### config.mk
export PLATFORM = sky130hd
export DESIGN_NAME = fractal_sync_br_dispatch
export DESIGN_NICKNAME = d
export VERILOG_FILES = /design/src/rtl/fractal_sync_br_dispatch.sv
export SDC_FILE = /design/constraint.sdc
export NUM_CORES = 1
export LEC_CHECK = 0
export BUFFER_PORTS_ARGS = -buffer_cell sky130_fd_sc_hd__buf_2
export CAP_MARGIN = 15
export CORE_MARGIN = 10
export CORE_UTILIZATION = 28
export DETAILED_ROUTE_END_ITERATION = 6
export PLACE_DENSITY = 0.52
export SYNTH_ARGS = -nofsm -noshare
export SYNTH_HDL_FRONTEND = slang
export SYNTH_SLANG_ARGS = --single-unit
### constraint.sdc
create_clock -name clk_i -period 3.25 [get_ports clk_i]
set_clock_uncertainty 0.1 [all_clocks]
set_input_delay 0.65 -clock clk_i [delete_from_list [all_inputs] [get_ports clk_i]]
set_output_delay 0.65 -clock clk_i [all_outputs]
set_load 0.01 [all_outputs]
### src/rtl/fractal_sync_br_dispatch.sv
// Back-routing response dispatcher.
//
// Queues completed synchronizations as {idx, sd} entries. For each entry it
// raises a response on every port named in the SD mask. Each port then
// finishes its own valid/ready handshake, independently of the others.
//
// Ports:
//   clk_i         clock, rising edge
//   rst_i         asynchronous active-high reset
//   req_valid_i   completion request valid
//   req_ready_o   completion request ready (FIFO not full)
//   req_idx_i     index of the completed register
//   req_sd_i      SD mask of ports to answer
//   resp_valid_o  per-port response valid
//   resp_ready_i  per-port response ready
//   resp_idx_o    index of the response in flight, shared by all ports
//   busy_o        dispatching, or completions still queued
//   err_o         one-cycle pulse after a request with an all-zero SD mask is accepted
module fractal_sync_br_dispatch #(
  parameter int unsigned IDX_WIDTH  = 1,
  parameter int unsigned SD_WIDTH   = 2,
  parameter int unsigned FIFO_DEPTH = 4
) (
  input  logic                 clk_i,
  input  logic                 rst_i,
  input  logic                 req_valid_i,
  output logic                 req_ready_o,
  input  logic [IDX_WIDTH-1:0] req_idx_i,
  input  logic [SD_WIDTH-1:0]  req_sd_i,
  output logic [SD_WIDTH-1:0]  resp_valid_o,
  input  logic [SD_WIDTH-1:0]  resp_ready_i,
  output logic [IDX_WIDTH-1:0] resp_idx_o,
  output logic                 busy_o,
  output logic                 err_o
);

  localparam int unsigned PtrW = $clog2(FIFO_DEPTH);
  localparam int unsigned CntW = PtrW + 1;
  localparam int unsigned EntW = IDX_WIDTH + SD_WIDTH;

  typedef enum logic [0:0] {StIdle, StDispatch} state_e;

  state_e               state_q, state_d;
  logic [SD_WIDTH-1:0]  pending_q, pending_d;
  logic [IDX_WIDTH-1:0] cur_idx_q, cur_idx_d;
  logic                 err_q;

  logic [EntW-1:0]      mem_q [FIFO_DEPTH];
  logic [PtrW-1:0]      wr_ptr_q, rd_ptr_q;
  logic [CntW-1:0]      count_q;

  logic                 fifo_full, fifo_empty;
  logic                 push, pop, zero_acc;
  logic [EntW-1:0]      head;
  logic [SD_WIDTH-1:0]  remaining;

  assign fifo_full  = (count_q == CntW'(FIFO_DEPTH));
  assign fifo_empty = (count_q == '0);
  assign head       = mem_q[rd_ptr_q];

  // No bypass: a full FIFO holds ready low even in a cycle that pops.
  assign req_ready_o = !fifo_full;
  assign push        = req_valid_i && !fifo_full && (req_sd_i != '0);
  assign zero_acc    = req_valid_i && !fifo_full && (req_sd_i == '0);

  // Ports not currently valid cannot clear anything, since pending is already 0 there.
  assign remaining = pending_q & ~resp_ready_i;

  always_comb begin
    state_d   = state_q;
    pending_d = pending_q;
    cur_idx_d = cur_idx_q;
    pop       = 1'b0;
    unique case (state_q)
      StIdle: begin
        if (!fifo_empty) begin
          pop       = 1'b1;
          pending_d = head[SD_WIDTH-1:0];
          cur_idx_d = head[EntW-1:SD_WIDTH];
          state_d   = StDispatch;
        end
      end
      StDispatch: begin
        pending_d = remaining;
        if (remaining == '0) begin
          if (!fifo_empty) begin
            // Load the next entry back-to-back, with no idle cycle.
            pop       = 1'b1;
            pending_d = head[SD_WIDTH-1:0];
            cur_idx_d = head[EntW-1:SD_WIDTH];
          end else begin
            state_d = StIdle;
          end
        end
      end
      default: state_d = StIdle;
    endcase
  end

  always_ff @(posedge clk_i or posedge rst_i) begin
    if (rst_i) begin
      state_q   <= StIdle;
      pending_q <= '0;
      cur_idx_q <= '0;
      err_q     <= 1'b0;
    end else begin
      state_q   <= state_d;
      pending_q <= pending_d;
      cur_idx_q <= cur_idx_d;
      err_q     <= zero_acc;
    end
  end

  always_ff @(posedge clk_i or posedge rst_i) begin
    if (rst_i) begin
      wr_ptr_q <= '0;
      rd_ptr_q <= '0;
      count_q  <= '0;
    end else begin
      if (push) wr_ptr_q <= wr_ptr_q + PtrW'(1);
      if (pop)  rd_ptr_q <= rd_ptr_q + PtrW'(1);
      if (push && !pop)      count_q <= count_q + CntW'(1);
      else if (pop && !push) count_q <= count_q - CntW'(1);
    end
  end

  // Storage needs no reset; occupancy is tracked by the pointers and count.
  always_ff @(posedge clk_i) begin
    if (push) mem_q[wr_ptr_q] <= {req_idx_i, req_sd_i};
  end

  assign resp_valid_o = (state_q == StDispatch) ? pending_q : '0;
  assign resp_idx_o   = cur_idx_q;
  assign busy_o       = (state_q == StDispatch) || !fifo_empty;
  assign err_o        = err_q;

endmodule
# == Word level (Yosys, flattened, before mapping) ==
# Memories as Yosys holds them, arrays and structs flattened.
# Index checks and enable logic that the tools add are counted.
# classes
add_sub_neg,4
eq_ne,3
n_mux,17
bitwise,3
reduce_logical,15
# ops
operator,n
$mux 2,4
$mux 1,7
$mux 3,2
$pmux 1 s2,3
$logic_and 1x1->1,5
$add 2x1->2 const B,2
$logic_not 1->1,4
$logic_not 2->1,2
$pmux 2 s2,1
$reduce_bool 2->1,2
$add 3x1->3 const B,1
$eq 3x3->1 const B,1
$logic_not 3->1,1
$sub 3x1->3 const B,1
$and 2x2->2,1
$ne 2x1->1 const B,1
$ne 2x2->1 const B,1
$not 2->2,1
$logic_or 1x1->1,1
$not 1->1,1
# totals
reg_bits,12
ramBits,12
inputBits,8
word_cells,50
memories,1
# memory_table
name,words,width,rd,rd_ports_with_merged_regs,wr,line_no,rtl
mem_q,4,3,1,0,1,48,logic [EntW-1:0] mem_q [FIFO_DEPTH];

# == Logic depth before layout (Yosys ltp) ==
# depth
depth_word,8
mapped_depth,9
mapped_depth_nobuf,9

# == Least setup slack after synthesis ==
# OpenSTA, ideal clock, no wires.
# synth_timing
path_type,register to register
startpoint,register count_q[0]
endpoint,register count_q[1]
t_arrival_ns,1.949
required_time_ns,3.025
slack_ns,1.076
stages_incl_launch_ff,8
cell_sequence,dfrtp_1 > or3b_1 > nand2_2 > nor2_2 > ha_1 > inv_1 > fa_1 > mux2_2
# synth_via
elab_chain_len,7
# synth_lines
item,line_no,rtl
start: declaration,50,logic [CntW-1:0] count_q;
start signal: assignment,122,if (push && !pop) count_q <= count_q + CntW'(1);
start signal: assignment,123,else if (pop && !push) count_q <= count_q - CntW'(1);
$eq 3x3->1 *,57,assign fifo_full = (count_q == CntW'(FIFO_DEPTH));
$logic_not 1->1 *,n/a,
via req_ready_o,27,"output logic req_ready_o,"
$logic_and 1x1->1 * (2 in series),63,assign push = req_valid_i && !fifo_full && (req_sd_i != '0);
via push,53,"logic push, pop, zero_acc;"
$logic_not 1->1,123,
$logic_and 1x1->1,123,
$reduce_bool 2->1 (no line),n/a,
# Mark *: on every way through the listed nets, which the timed path passes. The rest lies on a longest branch. The select of a mux whose other input is x is not followed.
# A chain may end at the register's enable or synchronous reset.

# == Final worst setup path ==
# layout_timing
startpoint,register count_q[0]
endpoint,output busy_o
# layout_via
elab_chain_len,3
# layout_lines
item,line_no,rtl
$logic_not 3->1,58,assign fifo_empty = (count_q == '0);
$logic_not 1->1,134,assign busy_o = (state_q == StDispatch) || !fifo_empty;
$logic_or 1x1->1,134,
end: declaration,33,"output logic busy_o,"
# Every way passes these cells.

==> out/results.ini <==
[status]
outcome = completed

[floorplanning]
rows = 22
die_area_sq_um = 6780
initial_core_util_pct = 29.3
die_h_um = 82.4
ios = 14
core-area_sq_um = 3720
die_x_um = 82.4

[clock_network]
ctsLongestPathBuffers = 2
tritoncts = built
path_clk_slew_ns = 0.08
cts_hold_buf = 0
clk_latency_ns = 0.26
cts_buffers = 3
cts-root-buf = clkbuf_8
post_cts_buffers = 0
ctsResizeCount = 0
htree_levels = 1
cts.sinks = 24

[cells_and_area]
seq_area_sq_um = 661
diodes = 0
multi_input_area_sq_um = 400
fill_cells = 379
area_growth_pct = 17.2
drive_gt1_share_pct = 29.3
mostFrequentLayoutCell = buf_2
final_nets = 107
layout_common_cells = buf_2 (13), dfrtp_1 (12), edfxtp_1 (12), and2_1 (6)

[setup_path]
cp-end-kind = output port
crit_type = flop to output port
cp_cell_sequence = or3_1 > nor2_1 > inv_1 > buf_2
critPathSlowestCell = or3_1
crit_path_max_fanout = 6
cp.required_ns = 2.50
arrival_ns = 1.57
setup.worst_path.start_class = flop
slowest_delay_ns = 0.50

[global_routing]
grt_overflow = 0
busiest_layer = met2
grt_pass1_vias = 666
use_met3_pct = 2.59
track_usage_pct = 5.77
grt_pass1_wl_mm = 2.93
grt.met1_usage_pct = 5.58
grt_max_degree = 15
antenna_found_initial = 0
met2_usage_pct = 10.6

[placed_design]
port_buffers = 13
gp_congestion = 0.677
pre_cts_ws_ns = 0.825
dpl.hpwl_mm = 1.40

[sta]
worst_pin_slew_ns = 0.482
period_needed_ns = 2.32
finalSetupViolations = 0
fin_ws_ns = 0.930
rsz0062_at_grt = no
fin_setup_tns_ns = 0
fmax_mhz = 431
drv_slew = 0
finalCritPeriodShare_pct = 71.4
slew_headroom_pct = 67.8
hold_viol = 0

[power_and_ir_drop]
power_density_nw_per_um2 = 918
irDropWorstVdd_mv = 0.317
leakage_nw = 0.519

[detailed_routing]
routed_wl_mm = 1.74
viasPerCell = 4.29
drc = 0
wl_per_cell_um = 12.4
ant_nets = 0
num_vias = 600
first_iter_violations = 23
drt-pass1-iter-count = 4

[job]
maxCapViolCount = 0

[synth]
syn_nets = 91
synth_area_sq_um = 1090
ys_ff_latch = 24
syn_area_per_cell_sq_um = 14.1
yosysUniqueCellTypes = 25
syn_inst = 77
ys_seq_area_share_pct = 60.7
yosys_warnings = 0

[min_path]
hp-class = primary input to async pin

cell families after synthesis:
logic type               count (synthesis)  synth area share [%]
multiplexers                             6                  9.65
buffers and inverters                    7                  2.53
AND/OR/NAND/NOR                         25                  13.0
flip-flops                              24                  60.7
AO/OA/AOI/OAI                            3                  1.72
adder cells (fa/ha/maj)                  6                  7.59
XOR/XNOR                                 6                  4.83
synth_stat cells, drive strengths merged:
cell type,number,area [sq um]
and2,6,37.5
buf,1,5.00
clkbuf,1,3.75
dfrtp,12,300
edfxtp,12,360
fa,1,20.0
ha,5,62.6
inv,5,18.8
mux2,3,37.5
mux4,3,67.6
nand2,4,20.0
nand2b,1,6.26
nand3,3,15.0
nor2,4,17.5
nor2b,4,25.0
nor3,1,5.00
o21ai,3,18.8
or3,1,6.26
or3b,1,8.76
xnor2,4,35.0
xor2,2,17.5
sequential cells by signal, summed over array words and instances, names as in the netlist:
register    cells
mem_q          12
count_q         3
pending_q       2
rd_ptr_q        2
wr_ptr_q        2
err_o           1
resp_idx_o      1
state_q         1
final timing paths:
kind	start	slack, ns	endpoint	depth (start not counted)
max reg2reg	count_q[0]	0.96	count_q[2]	8
max in group asynchronous	rst_i	2.43	wr_ptr_q[0]	2
max	count_q[0]	0.93	busy_o	4
min reg2reg	count_q[2]	0.39	count_q[2]	1
min	rst_i	0.28	pending_q[0]	2
min in group clk_i	count_q[2]	0.39	count_q[2]	1
power breakdown:
group / switching (W) / internal (W)
logic: 0.000190 / 0.000224
clock network: 0.0000910 / 0.000164
registers: 0.0000822 / 0.000421
worst max-delay path: cells and delay by family, from the launching register on:
kind,cells,cell delay (ns)
buf+inv,2,0.18
flops,1,0.44
simple gates,2,0.69
metal layers:
layer | routed length, um | up-vias
met4 | 13 | 0
met5 | 0 | -
li1 | - | 290
met1 | 671 | 296
met2 | 926 | 12
met3 | 129 | 2
area by class of cell:
class | count | share of cell area (%)
clock inverters | 1 | 2.35
multi-input cells | 46 | 31.4
clock buffers | 3 | 3.24
inverters | 5 | 1.47
repair buffers | 13 | 5.10
flip-flops and latches | 24 | 51.8
well taps | 48 | 4.71
per-stage QoR:
stage | power [W] | instances | hold WS, ns | utilization, % | cell area (sq um)
3_5_place_dp | 0.000936 | 136 | 0.370 | 32.4 | 1200
6_report | 0.00117 | 140 | 0.285 | 34.3 | 1280
2_1_floorplan | 0.000828 | 77 | 0.346 | - | 1090
4_1_cts | 0.00120 | 140 | 0.295 | 34.3 | 1280
5_1_grt | 0.00127 | 140 | 0.333 | 34.3 | 1280
3_3_place_gp | 0.000922 | 136 | 0.370 | 32.4 | 1200
Note: power is estimated with default switching activity, not from simulation.
